`src/rtl/elbeth_mem_arbiter.sv`:
```
// Round-robin arbiter sharing one single-port memory bus between the ELBETH
// instruction-fetch port and the data port, with a per-access bus timeout.
module elbeth_mem_arbiter #(
    parameter int ADDR_W         = 32,
    parameter int DATA_W         = 32,
    parameter int TIMEOUT_CYCLES = 255
) (
    input  logic              clk,
    input  logic              rst,
    input  logic              imem_en,
    input  logic [ADDR_W-1:0] imem_addr,
    output logic              imem_ready,
    output logic [DATA_W-1:0] imem_rdata,
    output logic              imem_error,
    input  logic              dmem_en,
    input  logic              dmem_rw,
    input  logic [ADDR_W-1:0] dmem_addr,
    input  logic [DATA_W-1:0] dmem_wdata,
    input  logic [3:0]        dmem_byte_en,
    output logic              dmem_ready,
    output logic [DATA_W-1:0] dmem_rdata,
    output logic              dmem_error,
    output logic              mem_en,
    output logic              mem_rw,
    output logic [ADDR_W-1:0] mem_addr,
    output logic [DATA_W-1:0] mem_wdata,
    output logic [3:0]        mem_byte_en,
    input  logic [DATA_W-1:0] mem_rdata,
    input  logic              mem_ready,
    output logic              busy
);

    typedef enum logic [1:0] {IDLE, IMEM_ACC, DMEM_ACC} state_e;

    // Abort fires in the last allowed cycle, so mem_en stays high TIMEOUT_CYCLES cycles.
    localparam logic [9:0] TO_LAST = 10'(TIMEOUT_CYCLES - 1);

    state_e              state_q, state_d;
    logic                last_dmem_q, last_dmem_d;
    logic [9:0]          cnt_q, cnt_d;
    logic                mem_en_q, mem_en_d;
    logic                mem_rw_q, mem_rw_d;
    logic [ADDR_W-1:0]   mem_addr_q, mem_addr_d;
    logic [DATA_W-1:0]   mem_wdata_q, mem_wdata_d;
    logic [3:0]          mem_be_q, mem_be_d;
    logic                imem_ready_q, imem_ready_d;
    logic [DATA_W-1:0]   imem_rdata_q, imem_rdata_d;
    logic                imem_error_q, imem_error_d;
    logic                dmem_ready_q, dmem_ready_d;
    logic [DATA_W-1:0]   dmem_rdata_q, dmem_rdata_d;
    logic                dmem_error_q, dmem_error_d;
    logic                i_elig, d_elig;

    // The ready mask hides the one-cycle tail of en after a completion.
    assign i_elig = imem_en & ~imem_ready_q;
    assign d_elig = dmem_en & ~dmem_ready_q;

    always_comb begin
        state_d      = state_q;
        last_dmem_d  = last_dmem_q;
        cnt_d        = cnt_q;
        mem_en_d     = mem_en_q;
        mem_rw_d     = mem_rw_q;
        mem_addr_d   = mem_addr_q;
        mem_wdata_d  = mem_wdata_q;
        mem_be_d     = mem_be_q;
        imem_ready_d = 1'b0;
        imem_rdata_d = imem_rdata_q;
        imem_error_d = imem_error_q;
        dmem_ready_d = 1'b0;
        dmem_rdata_d = dmem_rdata_q;
        dmem_error_d = dmem_error_q;

        case (state_q)
            IDLE: begin
                if (d_elig && (!i_elig || !last_dmem_q)) begin
                    state_d     = DMEM_ACC;
                    last_dmem_d = 1'b1;
                    cnt_d       = '0;
                    mem_en_d    = 1'b1;
                    mem_rw_d    = dmem_rw;
                    mem_addr_d  = dmem_addr;
                    mem_wdata_d = dmem_wdata;
                    mem_be_d    = dmem_byte_en;
                end else if (i_elig) begin
                    state_d     = IMEM_ACC;
                    last_dmem_d = 1'b0;
                    cnt_d       = '0;
                    mem_en_d    = 1'b1;
                    mem_rw_d    = 1'b0;
                    mem_addr_d  = imem_addr;
                    mem_wdata_d = '0;
                    mem_be_d    = 4'b1111;
                end
            end
            IMEM_ACC, DMEM_ACC: begin
                cnt_d = cnt_q + 10'd1;
                if (mem_ready || (cnt_q == TO_LAST)) begin
                    state_d  = IDLE;
                    mem_en_d = 1'b0;
                    if (state_q == IMEM_ACC) begin
                        imem_ready_d = 1'b1;
                        imem_error_d = ~mem_ready;
                        imem_rdata_d = mem_ready ? mem_rdata : '0;
                    end else begin
                        dmem_ready_d = 1'b1;
                        dmem_error_d = ~mem_ready;
                        dmem_rdata_d = (mem_ready && !mem_rw_q) ? mem_rdata : '0;
                    end
                end
            end
            default: state_d = IDLE;
        endcase
    end

    always_ff @(posedge clk or negedge rst) begin
        if (!rst) begin
            state_q      <= IDLE;
            last_dmem_q  <= 1'b0;
            cnt_q        <= '0;
            mem_en_q     <= 1'b0;
            mem_rw_q     <= 1'b0;
            mem_addr_q   <= '0;
            mem_wdata_q  <= '0;
            mem_be_q     <= '0;
            imem_ready_q <= 1'b0;
            imem_rdata_q <= '0;
            imem_error_q <= 1'b0;
            dmem_ready_q <= 1'b0;
            dmem_rdata_q <= '0;
            dmem_error_q <= 1'b0;
        end else begin
            state_q      <= state_d;
            last_dmem_q  <= last_dmem_d;
            cnt_q        <= cnt_d;
            mem_en_q     <= mem_en_d;
            mem_rw_q     <= mem_rw_d;
            mem_addr_q   <= mem_addr_d;
            mem_wdata_q  <= mem_wdata_d;
            mem_be_q     <= mem_be_d;
            imem_ready_q <= imem_ready_d;
            imem_rdata_q <= imem_rdata_d;
            imem_error_q <= imem_error_d;
            dmem_ready_q <= dmem_ready_d;
            dmem_rdata_q <= dmem_rdata_d;
            dmem_error_q <= dmem_error_d;
        end
    end

    assign mem_en      = mem_en_q;
    assign mem_rw      = mem_rw_q;
    assign mem_addr    = mem_addr_q;
    assign mem_wdata   = mem_wdata_q;
    assign mem_byte_en = mem_be_q;
    assign imem_ready  = imem_ready_q;
    assign imem_rdata  = imem_rdata_q;
    assign imem_error  = imem_error_q;
    assign dmem_ready  = dmem_ready_q;
    assign dmem_rdata  = dmem_rdata_q;
    assign dmem_error  = dmem_error_q;
    assign busy        = (state_q != IDLE);

endmodule
```
`config.mk`:
```
export PLATFORM = sky130hd
export DESIGN_NAME = elbeth_mem_arbiter
export DESIGN_NICKNAME = d
export VERILOG_FILES = /design/src/rtl/elbeth_mem_arbiter.sv
export SDC_FILE = /design/constraint.sdc
export NUM_CORES = 1
export LEC_CHECK = 0
export CAP_MARGIN = 10
export CORE_MARGIN = 2
export CORE_UTILIZATION = 42
export CTS_CLUSTER_DIAMETER = 30
export DETAILED_ROUTE_END_ITERATION = 7
export DONT_BUFFER_PORTS = 1
export GPL_ROUTABILITY_DRIVEN = 0
export HOLD_SLACK_MARGIN = 0.02
export PLACE_DENSITY = 0.67
export SLEW_MARGIN = 20
export SYNTH_ARGS = -nofsm -noshare
export SYNTH_HDL_FRONTEND = slang
export SYNTH_SLANG_ARGS = --single-unit
```
`constraint.sdc`:
```
create_clock -name clk -period 1.7 [get_ports clk]
set_clock_uncertainty 0.2 [all_clocks]
set_input_delay 0.34 -clock clk [delete_from_list [all_inputs] [get_ports clk]]
set_output_delay 0.34 -clock clk [all_outputs]
set_load 0.02 [all_outputs]
```
==> key figures <==
Route
  • Total number of vias: 5226
  • 1st-iter DRT viols: 320
  • Routed length per placed instance: 25.0 um
  • Vias per inst: 6.00
  • DRC Markers: 0
  • Routed WL: 21800 um
  • Detailed Routing Iterations Pass 1: 5
  • Post-route antenna net violation count: 0

Power and ir drop
  • Leak: 4.40 nW
  • P per Cell Area: 2020 nW/um^2
  • Worst vdd ir: 1.16 mV

Worst setup path
  • Slowest-stage cell, CP: dfrtp_1
  • Worst Path Max Fanout: 32
  • Worst Path Arrival: 1980 ps
  • CP max stage delay: 370 ps
  • Critical path class: reg2reg
  • Setup crit end kind: flip-flop
  • Crit path from: cnt_q[0]
  • CP top delay family: simple AND/OR/NAND/NOR gates
  • Startpoint Class: flip-flop
  • Worst EP required: 1800 ps
  • Critical path cell sequence: inv_1, ha_1, nor3b_4, a41oi_4, nand3b_4, buf_12, a22o_1
  • Reg-to-reg startpoint: cnt_q[0]
  • CP Buf/Inv Count: 2

Synth
  • Yosys cell types: 46
  • Main area contributors after synthesis: dfrtp_1 62%, a22o_1 14%, mux2i_1 5.3%
  • Syn_nets: 617
  • Synth top area share: 62.2%
  • Synth warn: 0
  • Post-synthesis sequential area ratio: 62.2%
  • Post-synthesis instance total: 474
  • #FFs+latches synth: 151
  • Synthesized area: 6080 um^2
  • Yosys top cell by area: dfrtp_1
  • Syn_area_per_cell: 12.8 um^2

Floorplan
  • Core Area: 14000 um^2
  • Die area: 15500 um^2
  • Num rows: 43
  • Ports: 277
  • Die W: 124 um
  • Starting Density: 43.5%
  • Die Ht: 124 um

Finish
  • Storage cell area: 3780 um^2
  • Antenna cells: 0
  • Share of post-route cells with drive strength above 1: 31.1%
  • Area grow syn2layout: 58.6%
  • Multi-input logic area: 2550 um^2
  • Final-layout fill cell count: 885
  • NumNets Final: 821
  • Commonest non-fill, non-tap cell in the layout: dfrtp_1
  • Final Instance Area: 9640 um^2
  • Most frequent cells in the layout: 151 x dfrtp_1, 134 x dlygate4sd3_1, 100 x a22o_1

Placed design
  • Port buffer count: 0
  • Dpl cell area: 6590 um^2
  • HPWL after DPL: 11300 um
  • Worst slack, placed: -176 ps

Worst hold path
  • HP Class: in2async

Timing
  • Crit path time final: 1880 ps
  • Final Setup Violations: 132
  • Max Clock Freq: 533 MHz
  • Max_slew headroom: 71.7%
  • Fin crit share: 110%
  • Final worst setup slack: -176 ps
  • RSZ-0062 raised after global routing: true
  • Max Slew Vio Count: 0
  • Hold slack: -588 ps
  • Final hold violations: 151
  • Worst Max-Slew Pin Slew: 424 ps

Run status
  • Outcome: complete, but fails checks
  • Violated checks: hold timing, setup timing

Clock network
  • Hold-fix buffers, CTS: 134
  • CTS Buffer Depth: 2
  • CTS tree: yes
  • Cts bufs inserted: 17
  • Clock latency on the worst-skew pair: 420 ps
  • H-tree levels: 4
  • Clock tree sinks: 151
  • CTS clock-pin slew for the worst setup and hold paths: 60 ps
  • CTS root buf: clkbuf_16

Global route
  • First-pass GRT wire length: 30100 um
  • Number of global-route vias before repair: 5296
  • Initial antenna violation count: 0
  • Gr usage total: 24.5%
  • GRT overflow: 0
  • Largest net degree at the start of global routing: 152

Flow run
  • # Max-Cap Violations: 0
per-layer routing:
| layer | up-vias | track usage [%] | wire length (um) | share of wire (%) |
|---|---|---|---|---|
| met5 | - | 0 | 0 | 0 |
| met4 | 0 | 9.72 | 848 | 3.9 |
| met3 | 62 | 9.15 | 2150 | 9.8 |
| met2 | 368 | 41.6 | 11000 | 51 |
| met1 | 2614 | 28.1 | 7770 | 36 |
| li1 | 2182 | - | - | - |
cell type report:
class / instances / area share [%]
clock buffers: 19 / 4.59
flip-flops and latches: 151 / 39.2
repair buffers: 217 / 25.7
clock inverters: 13 / 1.38
multi-input cells: 283 / 26.5
well taps: 180 / 2.34
inverters: 8 / 0.337
metrics by stage:
stage               setup TNS [ps]  util, %  power [W]  std cells
floorplan                    -8610        -     0.0110        474
global placement            -11570     47.1     0.0123        667
detailed placement          -14840     47.1     0.0126        667
CTS                         -10450     62.6     0.0170        843
global route                -21190     68.9     0.0202        871
finish                      -13370     68.9     0.0194        871
final timing paths:
path	depth (start not counted)	end	slack, ps
min in group clk	3	imem_ready	40
max in group asynchronous	0	cnt_q[7]	1550
setup / recovery	7	imem_rdata[14]	-180
hold reg to reg	2	last_dmem_q	390
hold / removal	0	dmem_rdata[8]	-590
setup reg to reg	7	imem_rdata[14]	-180
kinds of logic (layout without fill, tap and decap cells):
logic type               after synthesis  in the layout  synth area share (%)
flip-flops                           151            151                  62.2
buffers and inverters                 42            257                  3.72
multiplexers                          32             32                  5.27
AO/OA/AOI/OAI                        166            167                  21.3
adder cells (fa/ha/maj)                5              5                  1.03
AND/OR/NAND/NOR                       78             79                  6.50
power breakdown:
part	leakage, nW	internal, W	switching [W]
clock network	0.276	0.00210	0.00160
registers	1.92	0.00517	0.00342
logic	2.21	0.00393	0.00322
synth_stat cells, drive strengths merged:
master,count
nor2,6
a31oi,2
and3,1
o21a,1
a31o,1
nand3,5
and3b,1
or2,1
a21o,1
o211ai,1
and2,1
nand2,45
o21ai,43
a41o,1
a22o,100
buf,20
o31ai,2
o22a,5
nand2b,2
a32o,2
dfrtp,151
inv,8
nand4,2
nor2b,3
and2b,1
a41oi,1
nand3b,2
nor3b,1
o22ai,1
mux2i,32
ha,5
o41ai,1
a21oi,4
nor3,3
and4,2
nand4b,1
clkbuf,14
or3,1
state kept, by name (all words and copies together) (netlist names):
name / cells
mem_byte_en: 4
mem_wdata: 32
dmem_rdata: 32
imem_error: 1
state_q: 2
cnt_q: 10
imem_ready: 1
dmem_ready: 1
imem_rdata: 32
mem_en: 1
mem_rw: 1
last_dmem_q: 1
mem_addr: 32
dmem_error: 1
repair_timing:
action / in CTS / in global routing
gates cloned: 4 / 18
resized for setup: 40 / 138
buffers inserted: 6 / 12
pin swaps: 7 / 34
setup endpoints to repair: 111 / 148
hold endpoints to repair: 285 / 151
worst reg2reg max path: cells and delay by family (launching register included):
kind                       cells  cell delay (ps)
AOI/OAI and AO/OA              2              400
and+or+nand+nor                2              410
buffers and inverters          2              240
DFF                            1              370
adders and majority gates      1              130
(Power assumes the default switching activity.)
